==> src/rtl/alu_cmd_sequencer.sv <==
// Purpose: queues ALU commands, drives one at a time onto a combinational alu, returns its registered result.
// Latency: accept edge E0, pop at E1, capture at E2 (rsp_valid high after E2); sustained 1 result per 2 cycles.
// Backpressure: cmd_ready low while the FIFO holds DEPTH entries; rsp_* held stable while rsp_valid && !rsp_ready.
module alu_cmd_sequencer #(
  parameter int WIDTH = 8,
  parameter int DEPTH = 4
) (
  input  logic                   clk,
  input  logic                   rst_n,

  input  logic                   cmd_valid,
  output logic                   cmd_ready,
  input  logic [WIDTH-1:0]       cmd_a,
  input  logic [WIDTH-1:0]       cmd_b,
  input  logic [3:0]             cmd_sel,

  output logic [WIDTH-1:0]       alu_a,
  output logic [WIDTH-1:0]       alu_b,
  output logic [3:0]             alu_sel,
  input  logic [WIDTH-1:0]       alu_out,
  input  logic                   alu_carry,

  output logic                   rsp_valid,
  input  logic                   rsp_ready,
  output logic [WIDTH-1:0]       rsp_data,
  output logic                   rsp_carry,
  output logic [3:0]             rsp_sel,

  output logic [$clog2(DEPTH):0] fifo_count,
  output logic [15:0]            op_count
);

  localparam int AW = $clog2(DEPTH);
  localparam logic [AW:0] FULL_CNT = (AW+1)'(DEPTH);

  typedef struct packed {
    logic [WIDTH-1:0] a;
    logic [WIDTH-1:0] b;
    logic [3:0]       sel;
  } cmd_t;

  typedef enum logic [1:0] {
    IDLE = 2'd0,
    EXEC = 2'd1,
    RESP = 2'd2
  } state_t;

  state_t          state;
  state_t          state_nxt;

  cmd_t            mem [DEPTH];
  cmd_t            cmd_in;
  cmd_t            head;
  logic [AW-1:0]   wr_ptr;
  logic [AW-1:0]   rd_ptr;

  logic            push;
  logic            pop;
  logic            fifo_nonempty;
  logic            capture;
  logic            ack;

  // Ready is derived from the registered count only, so a pop in the same
  // cycle never lets an extra command in.
  assign cmd_ready     = (fifo_count < FULL_CNT);
  assign push          = cmd_valid && cmd_ready;
  assign fifo_nonempty = (fifo_count != '0);

  assign cmd_in.a   = cmd_a;
  assign cmd_in.b   = cmd_b;
  assign cmd_in.sel = cmd_sel;
  assign head       = mem[rd_ptr];

  // Command storage; contents need no reset because occupancy gates every read.
  always_ff @(posedge clk) begin
    if (push) begin
      mem[wr_ptr] <= cmd_in;
    end
  end

  // FIFO pointers and occupancy; pointers wrap naturally since DEPTH is a power of two.
  always_ff @(posedge clk or negedge rst_n) begin
    if (!rst_n) begin
      wr_ptr     <= '0;
      rd_ptr     <= '0;
      fifo_count <= '0;
    end else begin
      if (push) begin
        wr_ptr <= wr_ptr + 1'b1;
      end
      if (pop) begin
        rd_ptr <= rd_ptr + 1'b1;
      end
      case ({push, pop})
        2'b10:   fifo_count <= fifo_count + 1'b1;
        2'b01:   fifo_count <= fifo_count - 1'b1;
        default: fifo_count <= fifo_count;
      endcase
    end
  end

  // FSM state register.
  always_ff @(posedge clk or negedge rst_n) begin
    if (!rst_n) begin
      state <= IDLE;
    end else begin
      state <= state_nxt;
    end
  end

  // Next-state and per-cycle strobes: pop the head, capture the ALU, acknowledge the response.
  always_comb begin
    state_nxt = state;
    pop       = 1'b0;
    capture   = 1'b0;
    ack       = 1'b0;
    case (state)
      IDLE: begin
        if (fifo_nonempty) begin
          pop       = 1'b1;
          state_nxt = EXEC;
        end
      end
      EXEC: begin
        // The ALU has had a full cycle to settle on the popped operands.
        capture   = 1'b1;
        state_nxt = RESP;
      end
      RESP: begin
        if (rsp_ready) begin
          ack = 1'b1;
          // Chain straight into the next command to keep the 2-cycle cadence.
          if (fifo_nonempty) begin
            pop       = 1'b1;
            state_nxt = EXEC;
          end else begin
            state_nxt = IDLE;
          end
        end
      end
      default: begin
        state_nxt = IDLE;
      end
    endcase
  end

  // ALU operand registers; they keep the last popped command while idle.
  always_ff @(posedge clk or negedge rst_n) begin
    if (!rst_n) begin
      alu_a   <= '0;
      alu_b   <= '0;
      alu_sel <= '0;
    end else if (pop) begin
      alu_a   <= head.a;
      alu_b   <= head.b;
      alu_sel <= head.sel;
    end
  end

  // Response registers; the payload only changes on capture so it stays stable under backpressure.
  always_ff @(posedge clk or negedge rst_n) begin
    if (!rst_n) begin
      rsp_valid <= 1'b0;
      rsp_data  <= '0;
      rsp_carry <= 1'b0;
      rsp_sel   <= '0;
    end else if (capture) begin
      rsp_valid <= 1'b1;
      rsp_data  <= alu_out;
      rsp_carry <= alu_carry;
      rsp_sel   <= alu_sel;
    end else if (ack) begin
      rsp_valid <= 1'b0;
    end
  end

  // Completed-response counter, free-running with natural wrap.
  always_ff @(posedge clk or negedge rst_n) begin
    if (!rst_n) begin
      op_count <= '0;
    end else if (ack) begin
      op_count <= op_count + 16'd1;
    end
  end

endmodule

==> config.mk <==
export PLATFORM = sky130hd
export DESIGN_NAME = alu_cmd_sequencer
export DESIGN_NICKNAME = d
export VERILOG_FILES = /design/src/rtl/alu_cmd_sequencer.sv
export SDC_FILE = /design/constraint.sdc
export NUM_CORES = 1
export LEC_CHECK = 0
export CORE_MARGIN = 4
export CORE_UTILIZATION = 57
export DETAILED_ROUTE_END_ITERATION = 8
export GPL_ROUTABILITY_DRIVEN = 0
export PLACE_DENSITY = 0.85
export SLEW_MARGIN = 20
export SYNTH_ARGS = -nofsm -noshare
export SYNTH_HDL_FRONTEND = slang
export SYNTH_SLANG_ARGS = --single-unit
==> constraint.sdc <==
create_clock -name clk -period 4 [get_ports clk]
set_input_delay 0.4 -clock clk [delete_from_list [all_inputs] [get_ports clk]]
set_output_delay 0.4 -clock clk [all_outputs]
set_load 0.005 [all_outputs]
* Yosys cells after proc, flatten, opt, wreduce, memory -nomap -nowiden
Memories as Yosys holds them, arrays and structs flattened. A register that Yosys moved wholly into a read port is not among the register bits.
Index checks and enable logic that the tools add are counted.
** Operators by class
- $add $sub $neg :: 5
- Magnitude comparators :: 1
- Equal/unequal tests :: 6
- Muxes and demuxes :: 15
- Reductions and logical operators :: 7
** Operators with widths (number)
- 16-bit by 1-bit adder with 16-bit output, second input constant :: 1
- 1-bit 2-to-1 mux :: 10
- 2-bit one-hot mux with 3 select lines :: 1
- 3-bit one-hot mux with 2 select lines :: 1
- 2-bit by 1-bit adder with 2-bit output, second input constant :: 2
- 2-bit by 1-bit equality test with 1-bit output, second input constant :: 2
- 2-bit equality test, second input constant :: 2
- 2-bit 2-to-1 mux :: 2
- 2-bit != test, second input constant :: 2
- 2-bit nonzero test :: 2
- 3-bit by 1-bit adder with 3-bit output, second input constant :: 1
- 3-bit less-than comparator, second input constant :: 1
- 3-bit nonzero test :: 1
- 3-bit by 1-bit subtractor with 3-bit output, second input constant :: 1
- 2-bit logical NOT :: 1
- 1-bit one-hot mux with 2 select lines :: 1
- 2-bit AND reduction :: 1
- 1-bit logical AND :: 1
- 1-bit logical NOT :: 1
** Storage, ports and cells
- Register bits :: 39
- RAM bits :: 80
- Input bits :: 33
- Output and inout port bits :: 54
- Memories :: 1
** Memories
- mem :: words 4, width 20, read ports 1, clocked after Yosys merged registers in 1, wr ports 1, line 51 : cmd_t mem [DEPTH];

* Logic depth before layout (Yosys ltp)
- Depth in word-level cells :: 6
- Gate-level depth with buffers :: 9
- Depth with buffers taken out :: 8

* Least setup slack after synthesis
No wires, ideal clock.
- Path type :: reg2reg
- Start :: register fifo_count[1]
- End :: register fifo_count[2]
- Library setup time :: 0.080 ns
- Arrival time :: 2.040 ns
- Data required time :: 3.920 ns
- Path slack :: 1.880 ns
- Stages on the path, launching flop included :: 10
- Path buffers :: 1
- Path through :: dfrtp_1 > inv_1 > a311oi_4 > buf_6 > ha_1 > inv_1 > fa_1 > xor2_1 > nor2_1 > xnor2_1
** Between the ends
- Longest elaborated chain between the ends :: 6
- Elaborated cells between the ends (all ways) :: 12
** Ends and longest elaborated chain
- start: declaration :: line 29 : output logic [$clog2(DEPTH):0] fifo_count,
- start signal: assignment :: line 95 : 2'b10: fifo_count <= fifo_count + 1'b1;
- start signal: assignment :: line 96 : 2'b01: fifo_count <= fifo_count - 1'b1;
- start signal: assignment :: line 97 : default: fifo_count <= fifo_count;
- 3-bit nonzero test * :: line 67 : assign fifo_nonempty = (fifo_count != '0);
- 1-bit 2-to-1 mux * :: line 119, 133
- 1-bit 2-to-1 mux :: line 130 : if (rsp_ready) begin
- 1-bit one-hot mux with 2 select lines * :: line 117 : case (state)
- net pop :: line 58 : logic pop;
- 2-bit by 1-bit equality test with 1-bit output / 2-bit equality test (equally long branches) :: line 94 : case ({push, pop})
- 3-bit one-hot mux with 2 select lines / 2-bit nonzero test (equally long branches)
Mark *: on every way through the listed nets, which the timed path passes. The rest lies on a longest branch.
A chain may end at the register's enable or synchronous reset.

==> results.ini <==
[worst_setup_path]
startpoint=rd_ptr[0]
rr_endpoint=alu_b[5]
r2r_slack_ns=1.91
start_kind=register
cp_max_fo=12
endpoint_kind=register
path_class=register to register
regToRegStartpoint=rd_ptr[0]
reg2reg_depth=3
required_ns=4.40
cp_data_arrival_time_ns=2.49

[clock_network]
clock-sinks=139
cts_buffers=17
cts.root.buffer_cell=clkbuf_8
clkLatencyLatePin_ns=0.51
cts_resized=0
cts.clk_slew.worst_paths_ns=0.06
cts_buffer_depth=2
htreeDepth=4
cts_tree=done

[yosys]
syn_inst=282
synth_nets=322
synth_flop_cell=edfxtp_1
synth-seq-cells=139
yosys_warnings=0
ys_types=35
synth_seq_area_share_pct=71.1
synthesis.area_um2=5460
syn_area_per_cell_um2=19.3
synth_edf_count=80
synthArstFlopShare_pct=42.4

[drt]
drc=0
routed_wirelength_mm=9.93
num_vias=2816
dr.pass1.iters=4
routed_via_density=5.37
ant_nets=0
wl_per_cell_um=18.9
drtIter0Drc=143

[final_layout]
n_antenna_cell=0
fin_util_pct=75.9
num-nets-final=422
final_cell_mix=clkdlybuf4s50_1, edfxtp_1, dfrtp_1, mux4_2, mux2_4
synthToLayoutAreaGrowth_pct=29.2
layout_commonest_cell=clkdlybuf4s50_1
layout-drive-gt1-share_pct=23.0

[power]
p_total_uw=5530
powerDensity_nw_per_um2=784
peakVddDrop_mv=0.417
leakage_uw=0.00273

[global_routing]
grt_pass1_wl_mm=16.6
grt_max_degree=32
grtUsageTotal_pct=19.7
grt.overflow.total=0
grt_pass1_vias=3150
antenna_found_initial=0

[placement]
io_buffers=86
dpl_worst_slack_ns=1.57
dpl.hpwl_mm=6.29

[timing]
post-route-min-period_ns=2.09
setup_viol=0
post-route-period-util_pct=52.3
max_slew_margin_pct=31.5
tightest_slew_ns=1.03
maxSlewViolCount=0
setup_ws_ns=1.91
fmax_ghz=0.478
rsz0062_at_grt=no
setup_tns_ns=0
finalHoldViolCount=0
hold_slack_ns=0.470
skew_ns=0.0126

[floorplanning]
die_y_um=106
start_util_pct=58.8
coreArea_um2=9280
fp-row-count=35
die_x_um=106
design.die.area_um2=11200
io_pins=87

[worst_hold_path]
hp-class=primary input to async pin

[outcome]
outcome=finished, final reports clean

[flow_run]
maxCapViolations=0

[where the power goes]
| part | switching (uW) | leakage (uW) | internal (uW) |
|---|---|---|---|
| Combinational | 629 | 0.000996 | 1090 |
| Sequential | 280 | 0.00144 | 1910 |
| Clock | 592 | 0.000296 | 1030 |
[area by class of cell]
type                    count  area [um^2]
well taps                 129          161
multi-input cells         124         1460
repair buffers             90          888
fillers                   544         2230
clock buffers              18          428
clock inverters            14          191
flip-flops and latches    139         3880
inverters                  10         37.5
[flip-flops by register name, summed over array words and instances (netlist names)]
| signal | cells |
|---|---|
| alu_a | 8 |
| alu_b | 8 |
| alu_sel | 4 |
| fifo_count | 3 |
| mem | 80 |
| op_count | 16 |
| rd_ptr | 2 |
| rsp_carry | 1 |
| rsp_data | 8 |
| rsp_sel | 4 |
| rsp_valid | 1 |
| state | 2 |
| wr_ptr | 2 |
[per-stage QoR]
stage          cells  instance area, um^2
2_1_floorplan    282                 5460
3_3_place_gp     491                 6420
3_5_place_dp     491                 6420
4_1_cts          524                 7050
5_1_grt          524                 7050
6_report         524                 7050
[cell families (layout without fill, tap and decap cells)]
family                     after synthesis  in the layout  synth area share [%]
muxes                                   55             55                  16.8
and+or+nand+nor                         37             37                  4.01
xor gates and xnor gates                21             21                  3.37
adders and majority gates                7              7                  1.74
AOI/OAI and AO/OA                        4              4                 0.872
DFF                                    139            139                  71.1
buffers and inverters                   19            132                  2.06
[worst max-delay path, stage by stage, from the launching register on]
cell	delay, ns
dfrtp_1	0.75
buf_4	0.38
mux4_2	0.57
mux2_4	0.27
[synth_stat cells, types with 2 or more instances]
master    count  area, um^2
nor3_1        2        10.0
and4_1        2        17.5
mux4_2       18         405
mux2_2       14         158
clkbuf_1      3        11.3
mux2_4       18         270
mux4_1        2        52.6
dfrtp_1      59        1480
buf_6         5        56.3
nand3_1       2        10.0
nand2_1       6        22.5
nand4_1       4        25.0
xor2_1        9        78.8
nor2_1        8        30.0
edfxtp_1     80        2400
xnor2_1      12         105
mux2_1        2        22.5
inv_1        10        37.5
and2_1        5        31.3
ha_1          6        75.1
[worst max-delay path by stage]
stage	end	slack (ns)	depth (start not counted)
2_1_floorplan	fifo_count[2]	1.88	9
3_3_place_gp	mem[3][19]	1.65	3
3_5_place_dp	mem[3][18]	1.57	3
4_1_cts	alu_sel[3]	1.85	3
5_1_grt	alu_b[5]	1.77	3
6_report	alu_b[5]	1.91	3
[layer usage]
metal	vias up	track usage, %	share of wire [%]
met2	108	32.3	51
met5	-	0	0
li1	1262	-	-
met4	0	5.83	0.44
met1	1441	25.7	43
met3	5	5.63	6.0
[timing repair]
item,4_1_cts,5_1_grt
hold endpoints to repair,28,0
setup endpoints to repair,0,0
hold buffers,1,0
setup buffers,0,0
(Power assumes the default switching activity.)
